`src/rtl/tinyml_cmd_slice.sv`:
```
// Register slice between the CPU custom-instruction port and a tinyML accelerator.
// Commands pass through a 2-entry skid buffer and are credit-limited; responses queue in a FIFO.
module tinyml_cmd_slice #(
    parameter int RSP_DEPTH = 4,
    parameter int CNT_W     = $clog2(RSP_DEPTH) + 1
) (
    input  logic             clk,
    input  logic             rstn,
    input  logic             s_cmd_valid,
    input  logic [9:0]       s_cmd_function_id,
    input  logic [31:0]      s_cmd_inputs_0,
    input  logic [31:0]      s_cmd_inputs_1,
    output logic             s_cmd_ready,
    output logic             s_rsp_valid,
    output logic [31:0]      s_rsp_outputs_0,
    input  logic             s_rsp_ready,
    output logic             s_cmd_int,
    output logic             m_cmd_valid,
    output logic [9:0]       m_cmd_function_id,
    output logic [31:0]      m_cmd_inputs_0,
    output logic [31:0]      m_cmd_inputs_1,
    input  logic             m_cmd_ready,
    input  logic             m_cmd_int,
    input  logic             m_rsp_valid,
    input  logic [31:0]      m_rsp_outputs_0,
    output logic             m_rsp_ready,
    output logic [CNT_W-1:0] outstanding
);
    localparam int AW = $clog2(RSP_DEPTH);
    localparam int PW = 74;

    logic [PW-1:0]    main_data_q, main_data_d;
    logic [PW-1:0]    skid_data_q, skid_data_d;
    logic             main_valid_q, main_valid_d;
    logic             skid_valid_q, skid_valid_d;
    logic             cmd_valid_q, cmd_valid_d;
    logic [CNT_W-1:0] outstanding_q, outstanding_d;
    logic [AW:0]      wr_ptr_q, wr_ptr_d;
    logic [AW:0]      rd_ptr_q, rd_ptr_d;
    logic             rsp_valid_q, rsp_valid_d;
    logic             rsp_ready_q, rsp_ready_d;
    logic [31:0]      rsp_data_q, rsp_data_d;
    logic             int_q;
    logic [31:0]      mem [RSP_DEPTH];

    logic [PW-1:0] s_payload;
    logic          s_acc;
    logic          m_fire;
    logic          push;
    logic          pop;

    assign s_payload = {s_cmd_function_id, s_cmd_inputs_1, s_cmd_inputs_0};
    assign s_acc     = s_cmd_valid & ~skid_valid_q;
    assign m_fire    = cmd_valid_q & m_cmd_ready;
    assign push      = m_rsp_valid & rsp_ready_q;
    assign pop       = rsp_valid_q & s_rsp_ready;

    // Skid buffer: the skid entry only fills while the main entry is stalled.
    always_comb begin
        main_valid_d = main_valid_q;
        main_data_d  = main_data_q;
        skid_valid_d = skid_valid_q;
        skid_data_d  = skid_data_q;
        if (!main_valid_q || m_fire) begin
            if (skid_valid_q) begin
                main_valid_d = 1'b1;
                main_data_d  = skid_data_q;
                skid_valid_d = 1'b0;
            end else if (s_acc) begin
                main_valid_d = 1'b1;
                main_data_d  = s_payload;
            end else begin
                main_valid_d = 1'b0;
            end
        end else if (s_acc) begin
            skid_valid_d = 1'b1;
            skid_data_d  = s_payload;
        end
    end

    // Credit counter; a response with nothing outstanding saturates at zero.
    always_comb begin
        outstanding_d = outstanding_q;
        if (m_fire && !pop) begin
            outstanding_d = outstanding_q + CNT_W'(1);
        end else if (pop && !m_fire && (outstanding_q != '0)) begin
            outstanding_d = outstanding_q - CNT_W'(1);
        end
        cmd_valid_d = main_valid_d && (outstanding_d < CNT_W'(RSP_DEPTH));
    end

    always_comb begin
        wr_ptr_d    = wr_ptr_q + (AW+1)'(push);
        rd_ptr_d    = rd_ptr_q + (AW+1)'(pop);
        rsp_valid_d = (wr_ptr_d != rd_ptr_d);
        rsp_data_d  = rsp_data_q;
        // When the new head is the entry being written this cycle, bypass the array.
        if (rsp_valid_d) begin
            if (rd_ptr_d == wr_ptr_q) begin
                rsp_data_d = m_rsp_outputs_0;
            end else begin
                rsp_data_d = mem[rd_ptr_d[AW-1:0]];
            end
        end
        rsp_ready_d = !((wr_ptr_d[AW] != rd_ptr_d[AW]) &&
                        (wr_ptr_d[AW-1:0] == rd_ptr_d[AW-1:0]));
    end

    always_ff @(posedge clk) begin
        if (push) begin
            mem[wr_ptr_q[AW-1:0]] <= m_rsp_outputs_0;
        end
    end

    always_ff @(posedge clk or negedge rstn) begin
        if (!rstn) begin
            main_data_q   <= '0;
            skid_data_q   <= '0;
            main_valid_q  <= 1'b0;
            skid_valid_q  <= 1'b0;
            cmd_valid_q   <= 1'b0;
            outstanding_q <= '0;
            wr_ptr_q      <= '0;
            rd_ptr_q      <= '0;
            rsp_valid_q   <= 1'b0;
            rsp_ready_q   <= 1'b1;
            rsp_data_q    <= '0;
            int_q         <= 1'b0;
        end else begin
            main_data_q   <= main_data_d;
            skid_data_q   <= skid_data_d;
            main_valid_q  <= main_valid_d;
            skid_valid_q  <= skid_valid_d;
            cmd_valid_q   <= cmd_valid_d;
            outstanding_q <= outstanding_d;
            wr_ptr_q      <= wr_ptr_d;
            rd_ptr_q      <= rd_ptr_d;
            rsp_valid_q   <= rsp_valid_d;
            rsp_ready_q   <= rsp_ready_d;
            rsp_data_q    <= rsp_data_d;
            int_q         <= m_cmd_int;
        end
    end

    assign s_cmd_ready       = ~skid_valid_q;
    assign m_cmd_valid       = cmd_valid_q;
    assign m_cmd_function_id = main_data_q[73:64];
    assign m_cmd_inputs_1    = main_data_q[63:32];
    assign m_cmd_inputs_0    = main_data_q[31:0];
    assign m_rsp_ready       = rsp_ready_q;
    assign s_rsp_valid       = rsp_valid_q;
    assign s_rsp_outputs_0   = rsp_data_q;
    assign s_cmd_int         = int_q;
    assign outstanding       = outstanding_q;

endmodule

```
`config.mk`:
```
export PLATFORM = sky130hd
export DESIGN_NAME = tinyml_cmd_slice
export DESIGN_NICKNAME = d
export VERILOG_FILES = /design/src/rtl/tinyml_cmd_slice.sv
export SDC_FILE = /design/constraint.sdc
export NUM_CORES = 1
export LEC_CHECK = 0
export ABC_AREA = 1
export ABC_CLOCK_PERIOD_IN_PS = 4400
export CAP_MARGIN = 15
export CORE_UTILIZATION = 54
export DETAILED_ROUTE_END_ITERATION = 10
export PLACE_DENSITY = 0.81
export SETUP_SLACK_MARGIN = 0.4
export SLEW_MARGIN = 20
export SYNTH_ARGS = -nofsm -noshare
export SYNTH_HDL_FRONTEND = slang
export SYNTH_SLANG_ARGS = --single-unit
```
`constraint.sdc`:
```
create_clock -name clk -period 4.4 [get_ports clk]
set_clock_uncertainty 0.2 [all_clocks]
set_input_delay 0.44 -clock clk [delete_from_list [all_inputs] [get_ports clk]]
set_output_delay 0.44 -clock clk [all_outputs]
set_load 0.01 [all_outputs]
```
[Word-level counts from Yosys, hierarchy flattened]
Memory sizes are Yosys's and may differ from the RTL's.
Cells that the tools add are included.
Cells by class
  add/sub/neg operators: 4
  $lt $le $gt $ge: 1
  equal/unequal tests: 4
  muxes and demuxes: 12
  bitwise operators: 6
  reduce and logical (&&, ||, !) cells: 15
Operator list (number)
  $mux 74: 2
  $mux 32: 1
  $mux 1: 7
  $add 3x1->3: 2
  $mux 3: 2
  $logic_and 1x1->1: 5
  $and 1x1->1: 4
  $logic_not 1->1: 4
  $reduce_and 2->1: 2
  $reduce_bool 2->1: 2
  $add 3x1->3 const B: 1
  $eq 3x3->1: 1
  $lt 3x3->1 const B: 1
  $ne 3x3->1: 1
  $reduce_bool 3->1: 1
  $sub 3x1->3 const B: 1
  $eq 2x2->1: 1
  $not 1->1: 2
  $logic_or 1x1->1: 1
  $ne 1x1->1: 1
Word-level totals
  register bits: 195
  bits in writable memories: 128
  input bits: 113
  output and inout port bits: 114
  logic and storage cells: 55
  memories: 1
Memory list
  mem: words 4, width 32, read ports 1, clocked after memory_dff 0, write ports 1, line 44  | logic [31:0] mem [RSP_DEPTH];

[Depth between registers and ports, before layout]
Gate-level depths: netlist of the first run.
  depth in word-level cells: 8
  gate-level depth with buffers: 15
  depth with buffers taken out: 12

[Worst setup path after synthesis of the first run]
OpenSTA, ideal clock, no wires.
  path type: flip-flop to flip-flop
  from: register rsp_ready_q (netlist: m_rsp_ready)
  to: memory mem[1][0] (enable)
  library setup time: 0.461 ns
  arrival: 2.858 ns
  required time: 3.739 ns
  path slack: 0.881 ns
  cell stages (with the launch flop): 3
  path buffers: 0
  clock period less this slack: 3.519 ns
  path through: dfstp_2 > nand2_1 > nor3_1
Between the ends
  longest elaborated chain between the ends: 3
Ends and longest elaborated chain
  start: declaration: line 41  | logic rsp_ready_q, rsp_ready_d;
  start signal: assignment: line 139  | rsp_ready_q <= rsp_ready_d;
  $and 1x1->1: line 55  | assign push = m_rsp_valid & rsp_ready_q;
  $mux 1: line 110  | if (push) begin
  $mux 1 (implied by the code): line 111  | mem[wr_ptr_q[AW-1:0]] <= m_rsp_outputs_0;
  end: declaration: line 44
No other way between the ends.

[Worst setup path after layout of the first run]
  from: register rsp_valid_q (netlist: s_rsp_valid)
  to: register rsp_data_q[17] (netlist: s_rsp_outputs_0[17])
Between the ends
  longest elaborated chain between the ends: 4
  elaborated cells on any way between the ends: 6
  those cells by class: 1 x add/sub; 2 x eq/ne; 1 x mux; 1 x bitwise; 1 x memory
Ends and longest elaborated chain
  start: declaration: line 40  | logic rsp_valid_q, rsp_valid_d;
  start signal: assignment: line 138  | rsp_valid_q <= rsp_valid_d;
  $and 1x1->1 *: line 56  | assign pop = rsp_valid_q & s_rsp_ready;
  $add 3x1->3 *: line 94  | rd_ptr_d = rd_ptr_q + (AW+1)'(pop);
  $mem_v2 4x32 or $eq 3x3->1 (tied branches)
  $mux 32: line 99  | if (rd_ptr_d == wr_ptr_q) begin
  end signal: assignment: line 140  | rsp_data_q <= rsp_data_d;
  end: declaration: line 42  | logic [31:0] rsp_data_q, rsp_data_d;
Mark *: on every way between the ends. The rest lies on a longest branch, timed or not.
A chain may end at the register's enable or synchronous reset.

==> results of run 1 <==
-- final cells by class --
class | count | area (um^2)
Antenna cell | 3 | 7.51
Clock buffer | 51 | 986
Clock inverter | 13 | 128
Fill cell | 1771 | 7670
Inverter | 50 | 188
Multi-Input combinational cell | 819 | 4470
Sequential cell | 323 | 8730
Tap cell | 330 | 413
Timing Repair Buffer | 252 | 2520
-- logic make-up after synthesis --
logic type,after synthesis
and+or+nand+nor,653
DFF,323
buffers and inverters,140
AOI/OAI and AO/OA,79
muxes,74
xor gates and xnor gates,7
adders and majority gates,6
-- power by group through the flow --
stage / clock, mW / combinational, mW / sequential, mW
after floorplan: 0 / 3.72 / 5.10
after global placement: 0 / 6.01 / 4.94
final: 2.85 / 6.27 / 4.96
after global routing: 3.01 / 6.86 / 5.07
after CTS: 2.89 / 6.27 / 4.95
after detailed placement: 0 / 6.21 / 4.98
-- stage by stage --
step | utilization, % | worst slack [ns] | hold WS, ns | area (um^2)
2_1_floorplan | - | 0.881 | -0.0556 | 13800
3_3_place_gp | 64.8 | 1.18 | 0.289 | 16300
3_5_place_dp | 64.8 | 1.13 | 0.295 | 16300
4_1_cts | 69.3 | 1.45 | 0.148 | 17400
5_1_grt | 69.4 | 1.22 | 0.154 | 17400
6_report | 69.4 | 1.48 | 0.165 | 17400
-- metal layers --
layer / global-route usage [%] / vias up / share of wire [%]
met5: 0 / - / 0
met4: 12.2 / 0 / 4.4
met3: 8.38 / 109 / 10
met2: 44.1 / 488 / 47
met1: 34.6 / 5095 / 38
li1: - / 4803 / -
-- synth_stat cells, types with 2 or more instances --
master    instances
edfxtp_1        128
xnor2_1           2
xor2_1            5
nand2_1         334
inv_1            50
dfrtp_1         194
a31oi_1          74
nand4_1          33
nand2_2           3
nand3_1         167
buf_1            10
buf_8             3
nand3_2          30
nor3_1            4
ha_1              6
buf_2            48
clkbuf_1         29
mux2_2           74
nor2_1           79
-- worst paths after layout --
check                                startpoint                  end  slack, ns
worst max-delay path                s_rsp_valid  s_rsp_outputs_0[17]       1.48
worst min-delay path                  m_cmd_int            s_cmd_int       0.17
worst max register to register      s_rsp_valid  s_rsp_outputs_0[17]       1.48
worst min register to register  skid_data_q[11]      skid_data_q[11]       0.30
max in group asynchronous                  rstn      skid_data_q[41]       2.66
min in group asynchronous                  rstn      main_data_q[63]       0.18
-- flip-flops by register name (all words and copies together) (netlist names) --
| signal | count |
|---|---|
| skid_data_q | 74 |
| s_cmd_int | 1 |
| rd_ptr_q | 3 |
| m_rsp_ready | 1 |
| skid_valid_q | 1 |
| main_data_q | 74 |
| outstanding | 3 |
| mem | 128 |
| wr_ptr_q | 3 |
| main_valid_q | 1 |
| m_cmd_valid | 1 |
| s_rsp_outputs_0 | 32 |
| s_rsp_valid | 1 |
-- worst max-delay path, stage by stage (launching register included) --
cell,delay (ns)
dfrtp_1,0.43
nand3_2,0.11
buf_4,0.60
nand2_2,0.25
nand2_1,0.11
nand2_1,0.06
nand3_1,0.34
buf_4,0.38
nand2_1,0.13
nand3_2,0.08
nand2_1,0.08
-- what timing repair did --
action | CTS | global route
hold endpoints to repair | 117 | 0
hold buffers | 1 | 0
gates resized for setup | 0 | 0
==> metrics.yaml, run 1 <==
power:
  p_comb_share_pct: 44.5
  seqPwrFrac_pct: 35.2
  netSwitchingFraction_pct: 39.0
  p_switching_mw: 5.49
  p_leak_nw: 7.32
  internal_power_mw: 8.60
  power_density_nw_per_um2: 808
  clock_power_share_pct: 20.2
  power_mw: 14.1
  peakVddDrop_mv: 0.496
setup_path:
  arrival_ns: 3.13
  endpoint_kind: "flop"
  critPathMaxFanout: 66
  r2r_cells: 10
  startpoint_type: "flop"
  critPathRequiredTime_ns: 4.61
  crit_type: "reg -> reg"
clocking:
  path_clk_slew_ns: 0.06
  htree_levels: 2
  cts.sinks: 323
  root_buffer: "clkbuf_16"
  clk_latency_ns: 0.53
  post-cts-setup-buffers: 0
  cts_tree: "done"
  clockBufferDepth: 3
  numCtsBuffers: 35
synthesis:
  netlist_instances: 1282
  synthArstFlopShare_pct: 60.4
  yosys_register_bits: 323
  synthAdderAreaFrac_pct: 0.545
  synth_edf_count: 128
  synth_top_family_by_area: "simple AND/OR/NAND/NOR gates"
  synthesis.area_um2: 13800
  synth_compound_area_share_pct: 3.62
  synth_top_area_cell: "dfrtp_1"
  synth_xor_area_share_pct: 0.445
  yosysWarnings: 0
  yosys.area_share.simple_pct: 21.5
  synth_area_leaders: "dfrtp_1 (35%), edfxtp_1 (28%), nand2_1 (9.1%), nand3_1 (6.1%), mux2_2 (6.1%)"
  synth.avg_cell_area_um2: 10.7
  ys.flop_type: "dfrtp_1"
  synth.yosys.seq_area_share_pct: 63.3
  synthDistinctLibCells: 28
  syn-num-nets: 1401
  synth_top_area_share_pct: 35.2
  synthMuxAreaShare_pct: 6.05
route:
  dr.pass1.iters: 5
  vias: 10500
  drt-vias-per-instance: 5.70
  wl_per_cell_um: 19.1
  drc: 0
  finalWirelength_mm: 35.1
  first_iter_violations: 792
  postRouteAntennaNets: 0
finish:
  syn2layout_area_growth_pct: 26.6
  final_cell_mix: "nand2_1 (334), clkdlybuf4s50_1 (225), dfrtp_1 (193), nand3_1 (167), edfxtp_1 (128)"
  final_net_count: 1600
  drive_gt1_share_pct: 13.1
  fin_cells: 1841
  final_common_cell: "nand2_1"
grt:
  grt_pass1_vias: 10600
  grt_pass1_wl_mm: 56.1
  grt_start_max_net_pins: 129
  antenna_found_initial: 3
  grt_overflow_total: 0
  grt_use_total_pct: 27.5
hold_path:
  hold_path_class: "in -> reg"
  min_delay_path_depth: 1
placed_design:
  dp_hpwl_mm: 21.4
  gp_congestion: 0.812
  port_buffers: 226
  placed_cells: 1772
outcome:
  status: "finished clean"
timing:
  maxSlewViolCount: 0
  finalSetupViolations: 0
  max_clock_freq_ghz: 0.342
  min_period_over_period_pct: 66.4
  tns_ns: 0
  relSlewSlack_pct: 32.3
  hold_viol: 0
  tightest_slew_ns: 1.01
  min_period_ns: 2.92
  grt_setup_unrepaired: "false"
die:
  core_area_um2: 25100
  pin_count: 227
  start_util_pct: 54.9
  dieArea_um2: 26100
  die_w_um: 162
  die_y_um: 162
  rows: 58
job:
  drv_cap: 0
Power figures use the tool's default switching activity.
==> inputs of run 2 (changes only) <==
--- a/config.mk
+++ b/config.mk
@@ -6,7 +6,7 @@
 export NUM_CORES = 1
 export LEC_CHECK = 0
 export ABC_AREA = 1
-export ABC_CLOCK_PERIOD_IN_PS = 4400
+export ABC_CLOCK_PERIOD_IN_PS = 2800
 export CAP_MARGIN = 15
 export CORE_UTILIZATION = 54
 export DETAILED_ROUTE_END_ITERATION = 10
==> constraint.sdc (replaced) <==
create_clock -name clk -period 2.8 [get_ports clk]
set_clock_uncertainty 0.2 [all_clocks]
set_input_delay 0.28 -clock clk [delete_from_list [all_inputs] [get_ports clk]]
set_output_delay 0.28 -clock clk [all_outputs]
set_load 0.01 [all_outputs]
==> run 2 against run 1 <==
Net effect:
- worst setup slack got worse by 1.0 ns
- via count is 1.1% higher
- highest routed layer unchanged
- clock power grew 62%
- count of clock-buffer cells in the layout shrank 1
- first-iteration DRC count increased by 16%
- sequential power is 57% higher
- non-clock buffer count is 24 higher
- global-route usage down 0.27 points
- register-to-register slack got worse by 1.0 ns
- utilization rose by 1.9 points
- largest cell class unchanged
- critical endpoint is now s_rsp_outputs_0[4]
==> metrics.yaml, run 2 (synthesis gave the netlist of run 1 again) <==
finish:
  syn2layout_area_growth_pct: 30.0
  final_cell_mix: "nand2_1 (333), clkdlybuf4s50_1 (225), dfrtp_1 (193), nand3_1 (167), edfxtp_1 (128)"
  largest_register_ffs: 128  # unchanged
  multi_input_area_um2: 4540  # +1.6%
  drive_gt1_share_pct: 14.5  # +1.5 points
  final_common_cell: "nand2_1"
  final_net_count: 1625  # +1.6%
  fillers: 1726  # -2.5%
  register_area_um2: 8730  # unchanged
die:
  die_y_um: 162  # unchanged
  die_w_um: 162  # unchanged
  dieArea_um2: 26100  # unchanged
  start_util_pct: 54.9  # unchanged
  rows: 58  # unchanged
  pin_count: 227  # unchanged
  core_area_um2: 25100  # unchanged
clocking:
  cts_tree: "done"
  clockBufferDepth: 3  # unchanged
  root_buffer: "clkbuf_16"
  htree_levels: 2  # unchanged
  clk_latency_ns: 0.51  # -0.02 ns
  path_clk_slew_ns: 0.06  # about the same
  cts.sinks: 323  # unchanged
  numCtsBuffers: 35  # unchanged
grt:
  antenna_found_initial: 2  # -1
  grt_use_total_pct: 27.2  # -0.27 points
  grt_pass1_vias: 10500  # -0.87%
  grt_start_max_net_pins: 77  # -40%
  grt_pass1_wl_mm: 55.8  # -0.60%
  grt_overflow_total: 0  # unchanged
power:
  power_density_nw_per_um2: 1300  # +61%
  power_mw: 23.3  # +65%
  peakVddDrop_mv: 0.927  # +87%
  p_leak_nw: 7.54  # +2.9%
outcome:
  status: "finished clean"
route:
  finalWirelength_mm: 35.9  # +2.1%
  wl_per_cell_um: 19.3  # +1.1%
  drt-vias-per-instance: 5.71  # +0.11%
  postRouteAntennaNets: 0  # unchanged
  dr.pass1.iters: 5  # unchanged
  first_iter_violations: 916  # +16%
  drc: 0  # unchanged
  vias: 10600  # +1.1%
job:
  drv_cap: 0  # unchanged
timing:
  min_period_ns: 2.32  # -0.601 ns
  hold_viol: 0  # unchanged
  min_period_over_period_pct: 83.0  # +17 points
  relSlewSlack_pct: 43.7  # +11 points
  tns_ns: 0  # unchanged
  max_clock_freq_ghz: 0.431  # +26%
  grt_setup_unrepaired: "false"
  tightest_slew_ns: 0.845  # -0.165 ns
  finalSetupViolations: 0  # unchanged
  maxSlewViolCount: 0  # unchanged
placed_design:
  dp_hpwl_mm: 22.5  # +5.1%
  gp_congestion: 0.809  # -0.36%
  port_buffers: 226  # unchanged
setup_path:
  rr_endpoint: "s_rsp_outputs_0[4]"
  arrival_ns: 2.51  # -0.62 ns
  endpoint_kind: "flop"
  regToRegSetupSlack_ns: 0.48  # -1.00 ns
  r2r_cells: 10  # unchanged
  crit_type: "reg -> reg"
  startpoint_type: "flop"
  r2r_start: "m_rsp_ready"
  critPathMaxFanout: 6  # -91%
  critPathRequiredTime_ns: 2.98  # -1.63 ns
  cp-endpoint: "s_rsp_outputs_0[4]"
  startpoint: "m_rsp_ready"
hold_path:
  hold_path_class: "in -> async"
[run 2: worst min path at each step]
stage | depth (start not counted) | to | startpoint
floorplan | 0 | m_cmd_valid | rstn
global placement | 1 | skid_data_q[59] | rstn
detailed placement | 1 | skid_data_q[59] | rstn
CTS | 3 | main_data_q[20] | s_cmd_inputs_0[20]
global route | 3 | main_data_q[11] | s_cmd_inputs_0[11]
finish | 2 | skid_data_q[61] | rstn
[run 2: power by group]
group,switching [mW],leakage (nW),internal [mW]
Combinational,6.12,3.55,4.75
Sequential,0.982,3.42,6.82
Clock,1.79,0.568,2.84
[run 2: timing repair]
item | in CTS | in global routing
pin swaps | 0 | 1
endpoints found under the hold margin | 74 | 0
hold buffers | 2 | 0
gates cloned | 0 | 5
buffers inserted | 0 | 5
gates resized for setup | 1 | 9
setup endpoints to repair | 1 | 28
[run 2: cell type report]
type | count | share of cell area (%)
inverters | 50 | 1.05
diodes | 1 | 0.0140
flip-flops and latches | 323 | 48.7
repair buffers | 276 | 16.1
well taps | 330 | 2.31
clock inverters | 10 | 0.692
multi-input cells | 820 | 25.3
clock buffers | 50 | 5.79
[run 2: critical path, stage by stage, from the launching register on]
cell,delay (ns)
dfstp_2,0.55
nand2_2,0.06
inv_2,0.07
ha_4,0.14
ha_4,0.20
xor2_1,0.14
a21oi_2,0.23
nand3_4,0.25
clkbuf_16,0.24
nand3_2,0.06
nand2_1,0.05
[run 2: layer usage]
layer  track usage, %  wire (um)  vias up
li1                 -          -     4863
met1             35.4      14000     5185
met2             44.6      17500      484
met3             6.82       3260       83
met4             9.69       1150        0
met5                0          0        -
[run 2: through the flow]
step | worst slack, ns | area [um^2] | hold WS (ns) | std cells | utilization [%]
global route | 0.395 | 17900 | 0.179 | 1860 | 71.3
detailed placement | 0.202 | 16500 | 0.166 | 1787 | 65.9
global placement | 0.277 | 16500 | 0.168 | 1787 | 65.9
finish | 0.477 | 17900 | 0.157 | 1860 | 71.3
floorplan | 0.216 | 13800 | -0.216 | 1282 | -
CTS | 0.410 | 17700 | 0.147 | 1849 | 70.6
==> inputs of run 3 (changes only) <==
--- a/config.mk
+++ b/config.mk
@@ -6,11 +6,11 @@
 export NUM_CORES = 1
 export LEC_CHECK = 0
 export ABC_AREA = 1
-export ABC_CLOCK_PERIOD_IN_PS = 2800
+export ABC_CLOCK_PERIOD_IN_PS = 1900
 export CAP_MARGIN = 15
-export CORE_UTILIZATION = 54
+export CORE_UTILIZATION = 48
 export DETAILED_ROUTE_END_ITERATION = 10
-export PLACE_DENSITY = 0.81
+export PLACE_DENSITY = 0.76
 export SETUP_SLACK_MARGIN = 0.4
 export SLEW_MARGIN = 20
 export SYNTH_ARGS = -nofsm -noshare
==> constraint.sdc (replaced) <==
create_clock -name clk -period 1.9 [get_ports clk]
set_clock_uncertainty 0.2 [all_clocks]
set_input_delay 0.19 -clock clk [delete_from_list [all_inputs] [get_ports clk]]
set_output_delay 0.19 -clock clk [all_outputs]
set_load 0.01 [all_outputs]
==> run 3 against run 2 <==
Net effect:
- the run now ends with negative setup slack left
- largest cell class unchanged
- die area is 12% higher
- highest routed layer unchanged
- register-to-register slack worse by 0.90 ns
- critical endpoint is now s_rsp_outputs_0[25]
- sequential power is 54% higher
- via count is 14% higher
==> metrics.yaml, run 3 (synthesis gave the netlist of run 1 again) <==
die:
  pin_count: 227  # unchanged
  dieArea_um2: 29400  # +12%
  start_util_pct: 49.2  # -5.7 points
  die_y_um: 171  # +6.0%
  core_area_um2: 28000  # +12%
  die_w_um: 171  # +6.0%
  rows: 61  # +5.2%
setup_path:
  critPathMaxFanout: 8  # +2
  crit_type: "reg -> reg"
  arrival_ns: 2.50  # about the same
  cp_slowest_cell: "dfstp_2"
  r2r_cells: 11  # +1
  regToRegSetupSlack_ns: -0.42  # -0.90 ns
  startpoint_type: "flop"
  crit_family: "flip-flops"
  worstPathCellList: "nand2_4 -> inv_4 -> ha_4 -> ha_4 -> xor2_2 -> a21oi_2 -> nand3_4 -> buf_6 -> buf_12 -> nand3_2 -> nand2_2"
  r2r_start: "m_rsp_ready"
  critPathRequiredTime_ns: 2.09  # -0.89 ns
  endpoint_kind: "flop"
  slowest_delay_ns: 0.56  # about the same
  worst-path-buf-inv: 3  # +1
  critPathMostFrequentCell: "ha_4"
  rr_endpoint: "s_rsp_outputs_0[25]"
power:
  p_leak_nw: 8.98  # +19%
  power_mw: 40.4  # +73%
  peakVddDrop_mv: 1.12  # +21%
  power_density_nw_per_um2: 1950  # +50%
clocking:
  path_clk_slew_ns: 0.07  # about the same
  cts.sinks: 323  # unchanged
  numCtsBuffers: 36  # +2.9%
  clockBufferDepth: 3  # unchanged
  clk_latency_ns: 0.52  # about the same
  htree_levels: 2  # unchanged
  cts_tree: "done"
  root_buffer: "clkbuf_16"
finish:
  largest_register_ffs: 128  # unchanged
  drive_gt1_share_pct: 35.0  # +20 points
  final_net_count: 1766  # +8.7%
  stdcell_area_um2: 20700  # +16%
  final_common_cell: "nand2_1"
  syn2layout_area_growth_pct: 50.7
  final_core_util_pct: 74.1  # +2.8 points
  final_cell_mix: "nand2_1 (325), dfrtp_1 (189), nand3_1 (164), edfxtp_1 (128), clkdlybuf4s50_1 (111)"
  fin_cells: 2053  # +10%
job:
  drv_cap: 0  # unchanged
timing:
  finalSetupViolations: 162  # +162
  tns_ns: -48.54  # -48.54 ns
  timing.hold.ws_ns: 0.0268  # -0.130 ns
  grt_setup_unrepaired: "true"
  setup_ws_ns: -0.418  # -0.896 ns
  min_period_ns: 2.32  # -0.00448 ns
  relSlewSlack_pct: 57.1  # +13 points
  tightest_slew_ns: 0.644  # -0.201 ns
  min_period_over_period_pct: 122  # +39 points
  hold_viol: 0  # unchanged
  maxSlewViolCount: 0  # unchanged
  max_clock_freq_ghz: 0.431  # +0.19%
placed_design:
  dp_hpwl_mm: 23.8  # +6.0%
  port_buffers: 226  # unchanged
  placed_cells: 1879  # +5.1%
  place_area_um2: 17400  # +5.0%
  gp_congestion: 0.814  # +0.63%
  place_ws_ns: -0.563  # -0.764 ns
route:
  vias: 12100  # +14%
  finalWirelength_mm: 47.9  # +33%
  wl_per_cell_um: 23.3  # +21%
  drt-vias-per-instance: 5.88  # +3.0%
  first_iter_violations: 1090  # +19%
  drc: 0  # unchanged
  postRouteAntennaNets: 0  # unchanged
  dr.pass1.iters: 5  # unchanged
outcome:
  failed_checks: "negative setup slack"
  status: "finished, violations left"
grt:
  grt_overflow_total: 0  # unchanged
  grt_pass1_vias: 11500  # +9.9%
  antenna_found_initial: 0  # -2
  grt_pass1_wl_mm: 61.7  # +11%
  grt_use_total_pct: 27.4  # +0.11 points
  grt_start_max_net_pins: 75  # -2.6%
hold_path:
  hold_path_class: "in -> async"
==> run 3: layout make-up <==
cell class / count / area, um^2
clock inverter: 14 / 104
tap: 378 / 473
sequential: 323 / 8730
clock buffer: 51 / 1030
timing repair buffer: 417 / 4600
inverter: 50 / 198
antenna: 1 / 2.50
fill: 1646 / 7260
multi-input combinational: 819 / 5620
==> run 3: power by group <==
part / internal [mW] / total [mW] / leakage (nW) / switching (mW)
Clock: 3.93 / 6.76 / 0.565 / 2.84
Sequential: 10.1 / 12.0 / 3.41 / 1.91
Combinational: 10.1 / 21.7 / 5.00 / 11.6
==> run 3: routing by layer <==
metal	wire length [um]	GRT usage, %
met1	17400	33.9
met2	24000	46.2
met3	4450	6.72
met4	2110	10.5
met5	0	0
==> run 3: worst max path at each step <==
stage	depth (start not counted)	slack (ns)	endpoint	start
6_report	11	-0.42	s_rsp_outputs_0[25]	m_rsp_ready
5_1_grt	11	-0.48	s_rsp_outputs_0[21]	m_rsp_ready
4_1_cts	11	-0.33	s_rsp_outputs_0[0]	m_rsp_ready
3_5_place_dp	11	-0.56	s_rsp_outputs_0[1]	m_rsp_valid
3_3_place_gp	11	-0.53	s_rsp_outputs_0[1]	m_rsp_valid
2_1_floorplan	12	-0.41	s_rsp_outputs_0[10]	s_rsp_valid
==> run 3: what timing repair did <==
item,4_1_cts,5_1_grt
cloned,11,29
hold buffers,2,0
setup buffers,40,26
setup endpoints to repair,429,325
pin swaps,5,24
endpoints found under the hold margin,182,0
resized for setup,512,211
